File: config.mk
export PLATFORM = sky130hd
export DESIGN_NAME = uart_tx_fifo
export DESIGN_NICKNAME = d
export VERILOG_FILES = /design/src/rtl/uart_tx_fifo.sv
export SDC_FILE = /design/constraint.sdc
export NUM_CORES = 1
export LEC_CHECK = 0
export CAP_MARGIN = 20
export CORE_ASPECT_RATIO = 0.9
export CORE_UTILIZATION = 54
export CTS_CLUSTER_DIAMETER = 60
export DETAILED_ROUTE_END_ITERATION = 6
export PLACE_DENSITY = 0.75
export SLEW_MARGIN = 20
export SYNTH_ARGS = -nofsm -noshare
export SYNTH_HDL_FRONTEND = slang
export SYNTH_SLANG_ARGS = --single-unit
File: constraint.sdc
create_clock -name clk -period 3.4 [get_ports clk]
set_clock_uncertainty 0.2 [all_clocks]
set_input_delay 0.68 -clock clk [delete_from_list [all_inputs] [get_ports clk]]
set_output_delay 0.68 -clock clk [all_outputs]
set_load 0.05 [all_outputs]
File: src/rtl/uart_tx_fifo.sv
// UART transmitter fed by a FIFO; runtime baud divisor, 1/2 stop bits.
// Define UART_TX_PARITY_EN to add the parity ports and the PARITY state.
module uart_tx_fifo #(
   parameter int DATA_BITS  = 8,
   parameter int FIFO_DEPTH = 16,
   parameter int DIV_W      = 16
) (
   input  logic                              clk,
   input  logic                              rst_n,
   input  logic [DATA_BITS-1:0]              data_i,
   input  logic                              valid_i,
   output logic                              ready_o,
   input  logic [DIV_W-1:0]                  baud_div_i,
   input  logic                              two_stop_i,
`ifdef UART_TX_PARITY_EN
   input  logic                              parity_en_i,
   input  logic                              parity_odd_i,
`endif
   output logic                              tx_o,
   output logic                              busy_o,
   output logic [$clog2(FIFO_DEPTH+1)-1:0]   fifo_level_o
);

   localparam int PTR_W = $clog2(FIFO_DEPTH);
   localparam int LVL_W = $clog2(FIFO_DEPTH + 1);
   localparam int BIT_W = $clog2(DATA_BITS);

   typedef enum logic [2:0] {
      S_IDLE,
      S_START,
      S_DATA,
      S_STOP
`ifdef UART_TX_PARITY_EN
      , S_PARITY
`endif
   } state_t;

   logic [DATA_BITS-1:0] mem [FIFO_DEPTH];
   logic [PTR_W-1:0]     wr_ptr_q, rd_ptr_q;
   logic [LVL_W-1:0]     level_q;
   logic                 full, empty, push, pop;

   state_t               state_q, state_d;
   logic [DIV_W-1:0]     baud_cnt_q, baud_cnt_d, div_q;
   logic [BIT_W-1:0]     bit_cnt_q, bit_cnt_d;
   logic                 stop_cnt_q, stop_cnt_d;
   logic                 two_stop_q;
   logic [DATA_BITS-1:0] data_q;
   logic                 tx_q, tx_d;
   logic                 bit_end;
`ifdef UART_TX_PARITY_EN
   logic                 par_en_q, par_odd_q;
`endif

   assign full    = (level_q == LVL_W'(FIFO_DEPTH));
   assign empty   = (level_q == '0);
   // Push depends only on full, so a word offered at full is refused even when a pop frees a slot.
   assign push    = valid_i && !full;
   assign bit_end = (baud_cnt_q == div_q);

   always_ff @(posedge clk) begin
      if (push) mem[wr_ptr_q] <= data_i;
   end

   always_ff @(posedge clk or negedge rst_n) begin
      if (!rst_n) begin
         wr_ptr_q <= '0;
         rd_ptr_q <= '0;
         level_q  <= '0;
      end else begin
         if (push) wr_ptr_q <= wr_ptr_q + PTR_W'(1);
         if (pop)  rd_ptr_q <= rd_ptr_q + PTR_W'(1);
         case ({push, pop})
            2'b10:   level_q <= level_q + LVL_W'(1);
            2'b01:   level_q <= level_q - LVL_W'(1);
            default: level_q <= level_q;
         endcase
      end
   end

   always_comb begin
      state_d = state_q;
      pop     = 1'b0;
      case (state_q)
         S_IDLE: begin
            if (!empty) begin
               pop     = 1'b1;
               state_d = S_START;
            end
         end
         S_START: if (bit_end) state_d = S_DATA;
         S_DATA: begin
            if (bit_end && bit_cnt_q == BIT_W'(DATA_BITS - 1)) begin
`ifdef UART_TX_PARITY_EN
               state_d = par_en_q ? S_PARITY : S_STOP;
`else
               state_d = S_STOP;
`endif
            end
         end
`ifdef UART_TX_PARITY_EN
         S_PARITY: if (bit_end) state_d = S_STOP;
`endif
         S_STOP: begin
            // Last stop period ends: chain straight into the next frame if one is waiting.
            if (bit_end && stop_cnt_q == two_stop_q) begin
               if (!empty) begin
                  pop     = 1'b1;
                  state_d = S_START;
               end else begin
                  state_d = S_IDLE;
               end
            end
         end
         default: state_d = S_IDLE;
      endcase

      baud_cnt_d = (state_q == S_IDLE || bit_end) ? '0 : baud_cnt_q + DIV_W'(1);

      bit_cnt_d = bit_cnt_q;
      if (state_q == S_DATA && bit_end) bit_cnt_d = bit_cnt_q + BIT_W'(1);
      if (state_d != S_DATA) bit_cnt_d = '0;

      stop_cnt_d = (state_d == S_STOP) ? (stop_cnt_q | (state_q == S_STOP && bit_end)) : 1'b0;

      case (state_d)
         S_START:  tx_d = 1'b0;
         S_DATA:   tx_d = data_q[bit_cnt_d];
`ifdef UART_TX_PARITY_EN
         S_PARITY: tx_d = (^data_q) ^ par_odd_q;
`endif
         default:  tx_d = 1'b1;
      endcase
   end

   always_ff @(posedge clk or negedge rst_n) begin
      if (!rst_n) begin
         state_q    <= S_IDLE;
         baud_cnt_q <= '0;
         bit_cnt_q  <= '0;
         stop_cnt_q <= 1'b0;
         tx_q       <= 1'b1;
         div_q      <= '0;
         two_stop_q <= 1'b0;
`ifdef UART_TX_PARITY_EN
         par_en_q   <= 1'b0;
         par_odd_q  <= 1'b0;
`endif
      end else begin
         state_q    <= state_d;
         baud_cnt_q <= baud_cnt_d;
         bit_cnt_q  <= bit_cnt_d;
         stop_cnt_q <= stop_cnt_d;
         tx_q       <= tx_d;
         if (pop) begin
            div_q      <= baud_div_i;
            two_stop_q <= two_stop_i;
`ifdef UART_TX_PARITY_EN
            par_en_q   <= parity_en_i;
            par_odd_q  <= parity_odd_i;
`endif
         end
      end
   end

   always_ff @(posedge clk) begin
      if (pop) data_q <= mem[rd_ptr_q];
   end

   assign ready_o      = !full;
   assign busy_o       = (state_q != S_IDLE) || !empty;
   assign tx_o         = tx_q;
   assign fifo_level_o = level_q;

endmodule
==> results.txt <==
----------------------------------------------------
[Synth]
  Largest area contributor in the synthesized netlist ... edfxtp_1
  Avg Inst Size Synth ... 15.12 um2
  Netlist area before placement ... 0.008076 mm2
  Count of distinct cell types in the synthesized netlist ... 51
  Portion of the post-synthesis area used by sequential elements ... 67.31%
  Most area-consuming cells after synthesis ... edfxtp_1 (51%), dfrtp_1 (16%), mux4_2 (4.5%)
  Synth cell count leaders ... edfxtp_1 (136), dfrtp_1 (53), nor2_1 (31)
  Synthesized instance count ... 534
  Primary FF master, synth ... edfxtp_1
  Total of flip-flops plus latches after synthesis ... 190
  Ys async rst share ... 28.42%
  Ys Warns ... 0
  EDFF count, synth ... 136
  Fraction of post-synthesis cell area in the top cell type by area ... 50.57%
  Most frequent cell after synthesis ... edfxtp_1
  Total nets after synthesis ... 575

[Global route]
  Met2 demand-to-capacity share in global routing ... 33.60%
  Largest net degree at the start of global routing ... 30
  GRT Residual Overflow ... 0
  Fraction of met3 tracks used by global routing ... 5.227%
  GRT met1 Usage ... 29.96%
  Aggregate global-route resource usage ... 21.56%
  Most used routing layer ... met2
  Via count of the first global-routing pass ... 4,591
  Initial antenna violation count ... 0
  Wire length of the first global-routing pass ... 24,210 um

[Floorplanning]
  Starting Density ... 55.09%
  Number of standard-cell rows in the floorplan ... 42
  Floorplan die height ... 118.0 um
  Num ports ... 36
  Core footprint ... 0.01466 mm2
  Die Footprint ... 0.01545 mm2
  X dimension of the die ... 130.9 um

[Clock network]
  TritonCTS clock tree ... built
  Number of buffers inserted for hold repair after clock tree synthesis ... 0
  Post-CTS Setup Bufs ... 0
  Clk_lat worst skew ... 0.43 ns
  Number of H-tree levels ... 4
  Clock transition at path regs ... 0.07 ns
  Clock sink total ... 190
  Root buffer selected by CTS ... clkbuf_16
  Number of buffers created by CTS ... 17
  Number of buffers on the longest clock path ... 2

[Layout]
  Layout cell share with drive strength beyond 1 ... 19.07%
  Area overhead of the layout relative to synthesis ... 16.24%
  Fillcell total ... 987
  Antenna fix cells ... 0
  Final Net Count ... 631
  Register Area ... 0.005439 mm2
  Layout Utilization ... 64.03%
  Area used by multi-input combinational logic ... 0.002519 mm2

[STA]
  Slew Limit Headroom ... 58.36%
  Part of the cycle the worst path needs ... 93.24%
  Maximum clock frequency ... 315.4 MHz
  Final Hold Slack ... 0.01635 ns
  Final critical-path required period ... 3.170 ns
  Worst Tran Pin Value ... 0.6246 ns
  Number of failing hold endpoints at the final stage ... 0
  Final count of negative-setup-slack endpoints ... 0
  Slew Viols, Final ... 0

[Setup path]
  Data arrival time of the critical path ... 3.33 ns
  Kind of end point of the critical path ... flip-flop
  Required arrival time at the worst endpoint ... 3.56 ns
  Sort of element at the start of the critical path ... flip-flop
  Largest driver fanout on the critical path ... 4
  Type of the setup path with the least slack ... flip-flop to flip-flop

[Drt]
  Residual antenna-violating net count after detailed routing ... 0
  Wirelength, routed ... 15,320 um
  Initial DRT Pass Iterations ... 5
  DR iter-0 viols ... 394
  DRC ... 0
  Post-detailed-route via-to-cell ratio ... 5.698
  Total number of vias ... 4,564
  Mean routed wirelength per cell ... 19.12 um

[Min path]
  Worst min-delay path class ... input port to asynchronous set/reset pin

[Place]
  Count of port buffers added during placement ... 35
  HPWL after detailed placement ... 10,260 um
  GPL Wtd Cong ... 0.8509

[Power]
  Cell leakage power ... 3.421 nW
  VDD IR-drop max ... 0.0005065 V
  Power per cell area ... 779.9 mW/mm2

[Status]
  Outcome ... completed

[Flow run]
  Max-Cap Viols ... 0

----------------------------------------------------
cell families (layout without fill, tap and decap cells):
| group | Yosys count | after routing | share of synthesized area [%] |
|---|---|---|---|
| compound gates | 68 | 68 | 5.391 |
| xor+xnor | 39 | 39 | 4.229 |
| fa+ha+maj | 13 | 13 | 2.107 |
| buf+inv | 38 | 107 | 1.890 |
| flops | 190 | 190 | 67.31 |
| mux | 73 | 73 | 12.02 |
| other cells | 1 | 1 | 0.04643 |
| simple gates | 112 | 112 | 7.002 |
final cells by class:
type | count | area share [%]
Clock inverter | 11 | 1.426
Tap cell | 198 | 2.639
Clock buffer | 21 | 4.691
Multi-Input combinational cell | 306 | 26.83
Sequential cell | 190 | 57.94
Timing Repair Buffer | 61 | 5.918
Inverter | 14 | 0.5598
flip-flops by register name, indices dropped and copies added, names as in the netlist:
name          flops
baud_cnt_q       16
bit_cnt_q         3
data_q            8
div_q            16
fifo_level_o      5
mem             128
rd_ptr_q          4
state_q           3
stop_cnt_q        1
two_stop_q        1
tx_o              1
wr_ptr_q          4
metrics by stage:
stage	area, um2	setup WS [ns]	setup TNS [ns]	power [W]	cells
6_report	9388	0.2299	0	0.007321	801
5_1_grt	9388	-0.002023	-0.002023	0.007678	801
4_1_cts	9364	0.03103	0	0.007348	801
3_5_place_dp	8787	0.1378	0	0.005398	769
3_3_place_gp	8787	0.2241	0	0.005316	769
2_1_floorplan	8083	0.02252	0	0.004715	534
path summary, 6_finish.rpt:
| check | from | end | slack [ns] | cells after the start |
|---|---|---|---|---|
| min in group clk | div_q[12] | div_q[12] | 0.33 | 1 |
| max reg2reg | baud_cnt_q[3] | fifo_level_o[4] | 0.23 | 15 |
| max | baud_cnt_q[3] | fifo_level_o[4] | 0.23 | 15 |
| min | rst_n | fifo_level_o[0] | 0.02 | 1 |
| min reg2reg | div_q[12] | div_q[12] | 0.33 | 1 |
| max in group asynchronous | rst_n | baud_cnt_q[11] | 2.31 | 2 |
critical path: stages, from the launching register on:
cell	delay (ns)
dfrtp_1	0.43
xnor2_1	0.19
nand4_1	0.16
nor4_4	0.36
nand4_1	0.13
o21a_1	0.15
nor3_4	0.17
ha_4	0.19
inv_1	0.07
fa_1	0.40
inv_1	0.08
a21o_1	0.11
a21oi_1	0.07
xnor2_1	0.12
nor2_1	0.11
xor2_1	0.15
cells in the final DEF (no fill, tap or decap), types with 17 or more instances in the layout:
cell type / synthesis / final
buf_4: 2 / 25
clkbuf_16: 0 / 17
clkdlybuf4s50_1: 0 / 33
dfrtp_1: 53 / 51
edfxtp_1: 136 / 136
mux2_2: 28 / 28
mux2i_1: 28 / 28
nand2_1: 30 / 29
nor2_1: 31 / 31
o21ai_0: 24 / 24
xnor2_1: 28 / 27
timing repair:
item / 4_1_cts / 5_1_grt
pin swaps: 0 / 1
endpoints found under the hold margin: 0 / 0
gates resized for setup: 1 / 5
setup endpoints to repair: 1 / 2
metal layers:
metal | vias up | routed length (um)
met3 | 14 | 766
met1 | 2292 | 6778
li1 | 2113 | -
met2 | 145 | 7616
met5 | - | 0
met4 | 0 | 155
where the power goes:
group / switching, W / internal, W
Combinational: 0.00116 / 0.000971
Sequential: 0.000340 / 0.00291
Clock: 0.000846 / 0.00109
No activity file was read; power rests on OpenSTA's default activity.
